## config.mk

```make
export PLATFORM = sky130hd
export DESIGN_NAME = ibus_arbiter
export DESIGN_NICKNAME = d
export VERILOG_FILES = /design/src/rtl/sh7034_pkg.sv /design/src/rtl/ibus_arbiter.sv
export SDC_FILE = /design/constraint.sdc
export NUM_CORES = 1
export LEC_CHECK = 0
export BUFFER_PORTS_ARGS = -buffer_cell sky130_fd_sc_hd__buf_2
export CORE_AREA = 4 4 116 118
export CTS_BUF_LIST = sky130_fd_sc_hd__clkbuf_2
export DETAILED_ROUTE_END_ITERATION = 10
export DIE_AREA = 0 0 120 122
export SLEW_MARGIN = 20
export SYNTH_ARGS = -nofsm -noshare
export SYNTH_HDL_FRONTEND = slang
export SYNTH_SLANG_ARGS = --single-unit
```

## constraint.sdc

```tcl
create_clock -name i_clk -period 2.2 [get_ports i_clk]
set_input_delay 0.55 -clock i_clk [delete_from_list [all_inputs] [get_ports i_clk]]
set_output_delay 0.55 -clock i_clk [all_outputs]
set_load 0.02 [all_outputs]
```

## src/rtl/sh7034_pkg.sv

```systemverilog
// sh7034_pkg: shared internal-bus types for the SH7034 bus controller and the ibus arbiter.
//   arb_state_t  - arbiter FSM state; its encoding is the GNT code (00 none, 01 CPU, 10 DMA)
//   ibus_req_t   - one requester's view of an internal-bus access (address, data, strobes, flags)
package sh7034_pkg;
  typedef enum logic [1:0] {
    ST_IDLE    = 2'b00,
    ST_CPU_OWN = 2'b01,
    ST_DMA_OWN = 2'b10
  } arb_state_t;
  localparam logic [1:0] GNT_NONE = 2'b00;
  localparam logic [1:0] GNT_CPU  = 2'b01;
  localparam logic [1:0] GNT_DMA  = 2'b10;
  typedef struct packed {
    logic [27:0] a;
    logic [31:0] d;
    logic [3:0]  ba;
    logic        we;
    logic        req;
    logic        lock;
  } ibus_req_t;
  localparam ibus_req_t IBUS_IDLE = '0;
endpackage

```

## src/rtl/ibus_arbiter.sv

```systemverilog
// ibus_arbiter: two-master (CPU/DMA) arbiter in front of the internal-bus state controller.
//   i_clk, i_rst_n (async, active low), i_ce_r/i_ce_f phase enables (state moves on i_ce_r only),
//   i_res_n synchronous soft reset (active low, sampled at i_ce_r).
//   i_cpu_*/i_dma_* : requester address, write data, byte enables, we, req, lock.
//   o_cpu_do/o_dma_do, o_cpu_busy/o_dma_busy : read data and stall back to each requester.
//   o_ibus_* : owner's access forwarded to the bus controller; i_ibus_di/i_ibus_busy come back.
//   o_gnt : current owner (00 none, 01 CPU, 10 DMA).
//   Macro IBUS_ARB_ROUND_ROBIN_EN: alternate ownership instead of DMA priority with HOLD_MAX limit.
module ibus_arbiter
  import sh7034_pkg::*;
#(
  parameter int HOLD_MAX = 4
) (
  input  logic        i_clk,
  input  logic        i_rst_n,
  input  logic        i_ce_r,
  input  logic        i_ce_f,
  input  logic        i_res_n,
  input  logic [27:0] i_cpu_a,
  input  logic [31:0] i_cpu_di,
  input  logic [3:0]  i_cpu_ba,
  input  logic        i_cpu_we,
  input  logic        i_cpu_req,
  input  logic        i_cpu_lock,
  input  logic [27:0] i_dma_a,
  input  logic [31:0] i_dma_di,
  input  logic [3:0]  i_dma_ba,
  input  logic        i_dma_we,
  input  logic        i_dma_req,
  input  logic        i_dma_lock,
  output logic [31:0] o_cpu_do,
  output logic [31:0] o_dma_do,
  output logic        o_cpu_busy,
  output logic        o_dma_busy,
  output logic [27:0] o_ibus_a,
  output logic [31:0] o_ibus_do,
  output logic [3:0]  o_ibus_ba,
  output logic        o_ibus_we,
  output logic        o_ibus_req,
  output logic        o_ibus_lock,
  input  logic [31:0] i_ibus_di,
  input  logic        i_ibus_busy,
  output logic [1:0]  o_gnt
);
  arb_state_t r_state, w_next;
  ibus_req_t  w_cpu, w_dma, w_bus;
  logic       w_done, w_dma_yield, w_tie_cpu, w_unused;
  // Arbitration: IDLE picks a first owner; an owner that dropped REQ hands over at once;
  // otherwise ownership can only move at an unlocked completion.
  function automatic arb_state_t next_owner(input arb_state_t s, input logic cpu_req,
      input logic dma_req, input logic done, input logic lock, input logic dma_yield,
      input logic tie_cpu);
    logic       own_req, oth_req;
    arb_state_t oth;
    own_req = s == ST_DMA_OWN ? dma_req : cpu_req;
    oth_req = s == ST_DMA_OWN ? cpu_req : dma_req;
    oth     = s == ST_DMA_OWN ? ST_CPU_OWN : ST_DMA_OWN;
    if (s == ST_IDLE)
      return (dma_req && !(cpu_req && tie_cpu)) ? ST_DMA_OWN : cpu_req ? ST_CPU_OWN : ST_IDLE;
    if (!own_req)
      return oth_req ? oth : ST_IDLE;
    return (done && !lock && oth_req && (s == ST_CPU_OWN || dma_yield)) ? oth : s;
  endfunction
  assign w_unused = i_ce_f;
  assign w_cpu = {i_cpu_a, i_cpu_di, i_cpu_ba, i_cpu_we, i_cpu_req, i_cpu_lock};
  assign w_dma = {i_dma_a, i_dma_di, i_dma_ba, i_dma_we, i_dma_req, i_dma_lock};
  assign w_bus = r_state == ST_CPU_OWN ? w_cpu : r_state == ST_DMA_OWN ? w_dma : IBUS_IDLE;
  assign o_ibus_a    = w_bus.a;
  assign o_ibus_do   = w_bus.d;
  assign o_ibus_ba   = w_bus.ba;
  assign o_ibus_we   = w_bus.we;
  assign o_ibus_req  = w_bus.req;
  assign o_ibus_lock = w_bus.lock;
  assign o_cpu_do    = i_ibus_di;
  assign o_dma_do    = i_ibus_di;
  assign o_cpu_busy  = r_state == ST_CPU_OWN ? i_ibus_busy : i_cpu_req;
  assign o_dma_busy  = r_state == ST_DMA_OWN ? i_ibus_busy : i_dma_req;
  assign o_gnt       = r_state;
  // Only meaningful at i_ce_r, which is the only time it is consumed.
  assign w_done = w_bus.req & ~i_ibus_busy;
  assign w_next = next_owner(r_state, i_cpu_req, i_dma_req, w_done, w_bus.lock, w_dma_yield,
                             w_tie_cpu);
  always_ff @(posedge i_clk or negedge i_rst_n)
    if (!i_rst_n)
      r_state <= ST_IDLE;
    else if (i_ce_r)
      r_state <= !i_res_n ? ST_IDLE : w_next;
`ifdef IBUS_ARB_ROUND_ROBIN_EN
  logic r_last_dma;
  // An IDLE tie goes to whoever was not granted last; at a boundary the other side always wins.
  assign w_tie_cpu   = r_last_dma;
  assign w_dma_yield = 1'b1;
  always_ff @(posedge i_clk or negedge i_rst_n)
    if (!i_rst_n)
      r_last_dma <= 1'b0;
    else if (i_ce_r)
      r_last_dma <= !i_res_n ? 1'b0
                  : (w_next != r_state && w_next != ST_IDLE) ? (w_next == ST_DMA_OWN) : r_last_dma;
`else
  logic [2:0] r_hold, w_hold_inc;
  assign w_hold_inc = &r_hold ? r_hold : r_hold + 3'd1;
  assign w_tie_cpu  = 1'b0;
  // The completion being counted is included, so DMA gets exactly HOLD_MAX accesses.
  assign w_dma_yield = (HOLD_MAX != 0) && (w_hold_inc == 3'(HOLD_MAX));
  always_ff @(posedge i_clk or negedge i_rst_n)
    if (!i_rst_n)
      r_hold <= '0;
    else if (i_ce_r)
      r_hold <= (!i_res_n || w_next != r_state || !i_cpu_req) ? 3'd0
              : (w_done && r_state == ST_DMA_OWN) ? w_hold_inc : r_hold;
`endif
endmodule

```

==> impl_metrics.py, run 1 <==
metrics = {
    "status": {
        "status": "complete, no violations",
    },
    "grt": {
        "grt_max_degree": 46,
        "antenna_found_initial": 0,
        "gr-usage-all-layers": 0.0879,
        "overflow": 0,
        "grt_pass1_vias": 1845,
        "grt_first_pass_wirelength_um": 10300,
    },
    "die": {
        "die_y_um": 122,
        "die_w_um": 120,
        "die_area_mm2": 0.0146,
        "start_util": 0.129,
        "io_pins": 307,
        "core_mm2": 0.0125,
        "rows": 41,
    },
    "sta": {
        "finalMaxSlewViolations": 0,
        "relSlewSlack": 0.763,
        "finalSetupViolations": 0,
        "holdWs_ns": 0.142,
        "period_share": 0.938,
        "tightest_slew_ns": 0.353,
        "rsz0062_at_grt": "false",
        "max_freq_ghz": 0.485,
        "period_minus_slack_ns": 2.06,
        "skew_ns": 0.000838,
        "timing_hold_violations_final": 0,
        "tns_ns": 0,
    },
    "clock_tree": {
        "clock_tree.root_cell": "clkbuf_2",
        "clk_path_buf_depth": 2,
        "numCtsBuffers": 3,
        "ctsResizeCount": 0,
        "clkSinkCount": 5,
        "postCtsSetupBuffers": 0,
        "path_clk_slew_ns": 0.05,
        "clock_latency_ns": 0.21,
        "cts_max_level": 1,
        "hold_buffers": 0,
        "cts_tree": "built",
    },
    "synthesis": {
        "synth_seq_area_share": 0.0778,
        "synth_cell_types": 33,
        "synth_edf_count": 0,
        "ys_ff_latch": 5,
        "yosys_warnings": 0,
        "syn-cell-area_mm2": 0.00161,
        "postSynthAreaPerCell_um2": 8.04,
        "synthCells": 200,
        "synth_top_area_frac": 0.365,
        "synth_nets": 373,
        "synthFlopType": "dfrtp_1",
        "yosysTopAreaCell": "a22o_1",
        "synthTopCellsByArea": "a22o_1, buf_4, dfrtp_1",
        "synth-async-reset-ratio": 1.00,
    },
    "finish": {
        "multi_input_comb_area_um2": 918,
        "fillers": 1417,
        "drive_gt1_frac": 0.673,
        "syn_to_final_growth_pct": 50.4,
        "design_area_mm2": 0.00242,
        "ff_latch_area_um2": 125,
        "final_util": 0.194,
        "fin_nets": 510,
        "antenna_cells": 0,
    },
    "detailed_routing": {
        "drc_errors": 0,
        "routed_wl_um": 7810,
        "drt_iter0_drc": 100,
        "drtAntennaViolNets": 0,
        "vias_per_cell": 3.97,
        "via_count": 2017,
        "drt-wirelength-per-cell_um": 15.4,
        "drt_pass1_iterations": 4,
    },
    "critical_path": {
        "critPathSlowestCell": "dfrtp_1",
        "required_ns": 1.65,
        "startpoint": "o_gnt[1]",
        "r2r-end": "r_hold[0]",
        "r2r_setup_slack_ns": 0.29,
        "r2r_start": "r_hold[0]",
        "critPathArrivalTime_ns": 1.51,
        "cp-end-kind": "output pin",
        "critPathMaxStageDelay_ns": 0.41,
        "rr_worst_depth": 6,
        "crit_type": "flip-flop to output pin",
        "path_cells": "nor2b_4 -> buf_12 -> a22o_1 -> buf_2",
        "crit_path_end": "o_ibus_do[3]",
        "cp-start-kind": "flip-flop",
        "crit_fanout": 45,
    },
    "power": {
        "p_int_uw": 918,
        "sw_frac_of_total": 0.569,
        "p_seq_frac": 0.058,
        "ir_worst_vdd_uv": 393,
        "p_leak_nw": 1.39,
        "p_total_mw": 2.13,
        "clkPwrFrac": 0.038,
        "comb_power_share": 0.904,
        "power_density_mw_per_mm2": 881,
        "p_switching_mw": 1.21,
    },
    "placed_design": {
        "hpwlAfterDp_um": 6670,
        "io_buffers": 209,
        "place_area_mm2": 0.00239,
        "place_congestion": 0.731,
    },
    "job": {
        "maxCapViolCount": 0,
    },
    "hold_path": {
        "hp-class": "input port to async pin",
    },
}
-- power by group through the flow --
stage          registers, mW  clock network, mW  logic (mW)
6_report               0.124             0.0814        1.92
5_1_grt                0.124             0.0951        2.05
4_1_cts                0.123             0.0870        1.94
3_5_place_dp           0.124                  0        1.93
3_3_place_gp           0.124                  0        1.94
2_1_floorplan          0.133                  0        1.38
-- cells in the final DEF, fill, tap and decap left out, drive strengths merged --
cell	Yosys	routed
nor2b	3	3
o32a	1	1
a2bb2oi	1	1
a21o	1	1
a221oi	1	1
o2bb2ai	1	1
xor2	1	1
mux2	1	1
o311a	1	1
ha	1	1
nand2b	1	1
dfrtp	5	5
a31oi	1	1
nor2	2	2
clkbuf	8	4
and4bb	2	2
a311oi	1	1
o21ai	4	4
nor3b	2	2
a21oi	3	3
buf	75	215
nand3b	2	2
inv	2	2
or2	1	1
o31ai	1	1
nand2	10	10
nor3	1	1
a22o	67	67
-- synthesized netlist by cell type, types with 2 or more instances --
cell / instances
clkbuf_1: 8
dfrtp_1: 5
nor3b_1: 2
a22o_1: 67
o21ai_0: 2
buf_4: 64
buf_2: 10
nor2b_1: 3
nand3b_1: 2
nand2_1: 10
a21oi_1: 3
inv_1: 2
nor2_1: 2
-- how the worst min path moves through the flow --
| stage | start | end | slack [ns] | depth (start not counted) |
|---|---|---|---|---|
| finish | i_rst_n | r_hold[1] | 0.14 | 1 |
| global route | i_rst_n | r_hold[0] | 0.12 | 1 |
| CTS | i_rst_n | r_hold[1] | 0.13 | 1 |
| detailed placement | i_rst_n | r_hold[1] | 0.37 | 1 |
| global placement | i_rst_n | r_hold[1] | 0.37 | 1 |
| floorplan | i_rst_n | o_gnt[0] | 0.25 | 0 |
-- routing by layer --
layer	GRT usage	part of all wire
met5	0	0
met3	0.0227	0.10
met4	0.0172	0.0096
met2	0.142	0.47
met1	0.119	0.42
-- state kept, by name (all words and copies together), names as in the netlist --
| name | count |
|---|---|
| r_hold | 3 |
| o_gnt | 2 |
-- kinds of logic (layout without fill, tap and decap cells) --
family,Yosys count,after routing,share of synthesized area
buffers and inverters,85,221,0.360
adder cells (fa/ha/maj),1,1,0.00778
XOR/XNOR,1,1,0.00545
AO/OA/AOI/OAI,83,83,0.454
multiplexers,1,1,0.00700
flip-flops,5,5,0.0778
AND/OR/NAND/NOR,24,24,0.0872
-- layout make-up --
cell class | count | share of cell area
Clock buffer | 4 | 0.00828
Inverter | 2 | 0.00310
Multi-Input combinational cell | 110 | 0.380
Sequential cell | 5 | 0.0517
Tap cell | 172 | 0.0890
Timing Repair Buffer | 215 | 0.468
-- per-stage QoR --
stage / setup WS, ns / instances
after floorplan: 0.0731 / 200
after global placement: 0.315 / 504
after detailed placement: 0.298 / 504
after CTS: 0.0996 / 508
after global routing: 0.0415 / 508
final: 0.136 / 508
-- worst max-delay path, delay by kind of cell (launching register included) --
family | cells | cell delay, ns
buffers and inverters | 2 | 0.42
AOI/OAI and AO/OA | 1 | 0.23
and+or+nand+nor | 1 | 0.23
DFF | 1 | 0.41
No activity file was read; power rests on OpenSTA's default activity.
==> run 2, diff against run 1 <==
- ABC_AREA: unset -> 1
- CORE_AREA: 4 4 116 118 -> 4 4 117 119
- DIE_AREA: 0 0 120 122 -> 0 0 121 123
==> run 2 against run 1 <==
Cell count increased by 34%. Global-route usage increased by 1.3 points. Clock skew increased by 0.0059 ns. Critical path type unchanged.
==> impl_metrics.py, run 2 <==
metrics = {
    "grt": {
        "grt_pass1_vias": 2278,
        "grt_max_degree": 66,
        "grt_first_pass_wirelength_um": 12200,
        "gr-usage-all-layers": 0.101,
        "overflow": 0,
        "antenna_found_initial": 0,
    },
    "synthesis": {
        "synthTopCellsByCount": "nand2_1, nand3_1, buf_4, clkbuf_1, inv_1",
        "synth_top_area_frac": 0.319,
        "yosys_warnings": 0,
        "synth_nets": 550,
        "syn-cell-area_mm2": 0.00196,
        "postSynthAreaPerCell_um2": 5.21,
        "synth_seq_area_share": 0.0637,
        "synth-async-reset-ratio": 1.00,
        "synthFlopType": "dfrtp_1",
        "ys_ff_latch": 5,
        "yosysTopAreaCell": "nand2_1",
        "synth.most_common_cell": "nand2_1",
        "synthCells": 377,
        "synthTopCellsByArea": "nand2_1, buf_4, nand3_1",
        "synth_edf_count": 0,
        "synth_cell_types": 22,
    },
    "critical_path": {
        "cp-start-kind": "flip-flop",
        "cp-end-kind": "output pin",
        "crit_fanout": 33,
        "critPathArrivalTime_ns": 1.53,
        "crit_type": "flip-flop to output pin",
        "required_ns": 1.65,
        "rr_worst_depth": 13,
    },
    "clock_tree": {
        "cts_tree": "built",
        "path_clk_slew_ns": 0.06,
        "clkSinkCount": 5,
        "clock_latency_ns": 0.22,
        "clk_path_buf_depth": 2,
        "cts_max_level": 1,
        "hold_buffers": 0,
        "clock_tree.root_cell": "clkbuf_2",
        "numCtsBuffers": 3,
    },
    "die": {
        "core_mm2": 0.0126,
        "rows": 41,
        "die_area_mm2": 0.0149,
        "die_y_um": 123,
        "io_pins": 307,
        "die_w_um": 121,
        "start_util": 0.156,
    },
    "finish": {
        "syn_to_final_growth_pct": 41.1,
        "largest_reg_flops": 3,
        "final_common_cell": "buf_2",
        "drive_gt1_frac": 0.462,
        "antenna_cells": 0,
        "fin_nets": 683,
        "stdcell_count": 681,
        "design_area_mm2": 0.00277,
        "regMostFlops": "r_hold",
        "final_cell_mix": "buf_2, nand2_1, nand3_1",
    },
    "placed_design": {
        "hpwlAfterDp_um": 7310,
        "dp_cells": 676,
        "pre_cts_ws_ns": 0.272,
        "place_congestion": 0.803,
        "place_area_mm2": 0.00271,
        "io_buffers": 209,
    },
    "detailed_routing": {
        "routed_wl_um": 9040,
        "drt_iter0_drc": 171,
        "drtAntennaViolNets": 0,
        "drc_errors": 0,
        "drt_pass1_iterations": 5,
        "via_count": 2699,
        "vias_per_cell": 3.96,
        "drt-wirelength-per-cell_um": 13.3,
    },
    "power": {
        "p_switching_uw": 558,
        "p_seq_frac": 0.107,
        "power_density_mw_per_mm2": 358,
        "p_int_uw": 434,
        "ir_worst_vdd_uv": 106,
        "p_total_uw": 991,
        "comb_power_share": 0.807,
        "p_leak_nw": 1.84,
        "clkPwrFrac": 0.086,
        "sw_frac_of_total": 0.563,
    },
    "sta": {
        "period_share": 0.947,
        "period_minus_slack_ns": 2.08,
        "relSlewSlack": 0.779,
        "tightest_slew_ns": 0.331,
        "rsz0062_at_grt": "false",
        "finalSetupViolations": 0,
        "finalMaxSlewViolations": 0,
        "timing_hold_violations_final": 0,
        "max_freq_ghz": 0.480,
        "tns_ns": 0,
        "timing.final.ws_setup_ns": 0.116,
        "skew_ns": 0.00671,
    },
    "status": {
        "status": "complete, no violations",
    },
    "job": {
        "maxCapViolCount": 0,
    },
    "hold_path": {
        "hp-class": "input port to async pin",
    },
}
==> run 2: stage by stage <==
stage | hold slack, ns | utilization
CTS | 0.114 | 0.217
detailed placement | 0.368 | 0.216
floorplan | 0.254 | -
global placement | 0.367 | 0.216
finish | 0.130 | 0.220
global route | 0.112 | 0.220
==> run 2: final timing paths <==
kind / startpoint / endpoint / slack, ns
max in group asynchronous: i_rst_n / o_gnt[0] / 1.92
worst min-delay path: i_rst_n / r_hold[2] / 0.13
min in group i_clk: r_hold[1] / r_hold[1] / 0.53
worst min register to register: r_hold[1] / r_hold[1] / 0.53
worst max-delay path: o_gnt[0] / o_ibus_do[28] / 0.12
worst max register to register: r_hold[0] / r_hold[0] / 0.26
==> run 2: area by class of cell <==
class | count | area (µm²)
clock buffers | 4 | 20.0
fillers | 1489 | 9800
repair buffers | 216 | 1160
inverters | 15 | 61.3
well taps | 172 | 215
flip-flops and latches | 5 | 126
multi-input cells | 269 | 1190
==> run 2: worst max-delay path, stage by stage, from the launching register on <==
cell,delay (ns)
dfrtp_2,0.53
nor2_8,0.22
buf_16,0.21
nand2_1,0.07
nand2_1,0.09
buf_2,0.17
==> run 2: power by group through the flow <==
stage                     sequential [mW]  clock (mW)  combinational [mW]
after global routing                0.107      0.0973               0.870
after global placement              0.108           0               0.781
after CTS                           0.106      0.0905               0.783
after detailed placement            0.108           0               0.782
after floorplan                     0.104           0               0.617
final                               0.106      0.0850               0.800
==> run 2: cells by family (layout without fill, tap and decap cells) <==
| family | count (synthesis) | count (layout) | share of synthesized area |
|---|---|---|---|
| buffers and inverters | 103 | 235 | 0.330 |
| adders and majority gates | 1 | 1 | 0.00637 |
| DFF | 5 | 5 | 0.0637 |
| and+or+nand+nor | 261 | 261 | 0.581 |
| AOI/OAI and AO/OA | 7 | 7 | 0.0198 |
==> run 2: timing repair <==
action | in CTS | in global routing
setup buffers | 0 | 0
endpoints found under the setup margin | 0 | 40
resized for setup | 0 | 3
==> run 2: layer usage <==
metal / vias up / global-route usage / part of all wire
met1: 1149 / 0.136 / 0.42
li1: 1391 / - / -
met4: 0 / 0.0262 / 0.018
met2: 135 / 0.157 / 0.47
met3: 24 / 0.0316 / 0.094
met5: - / 0 / 0
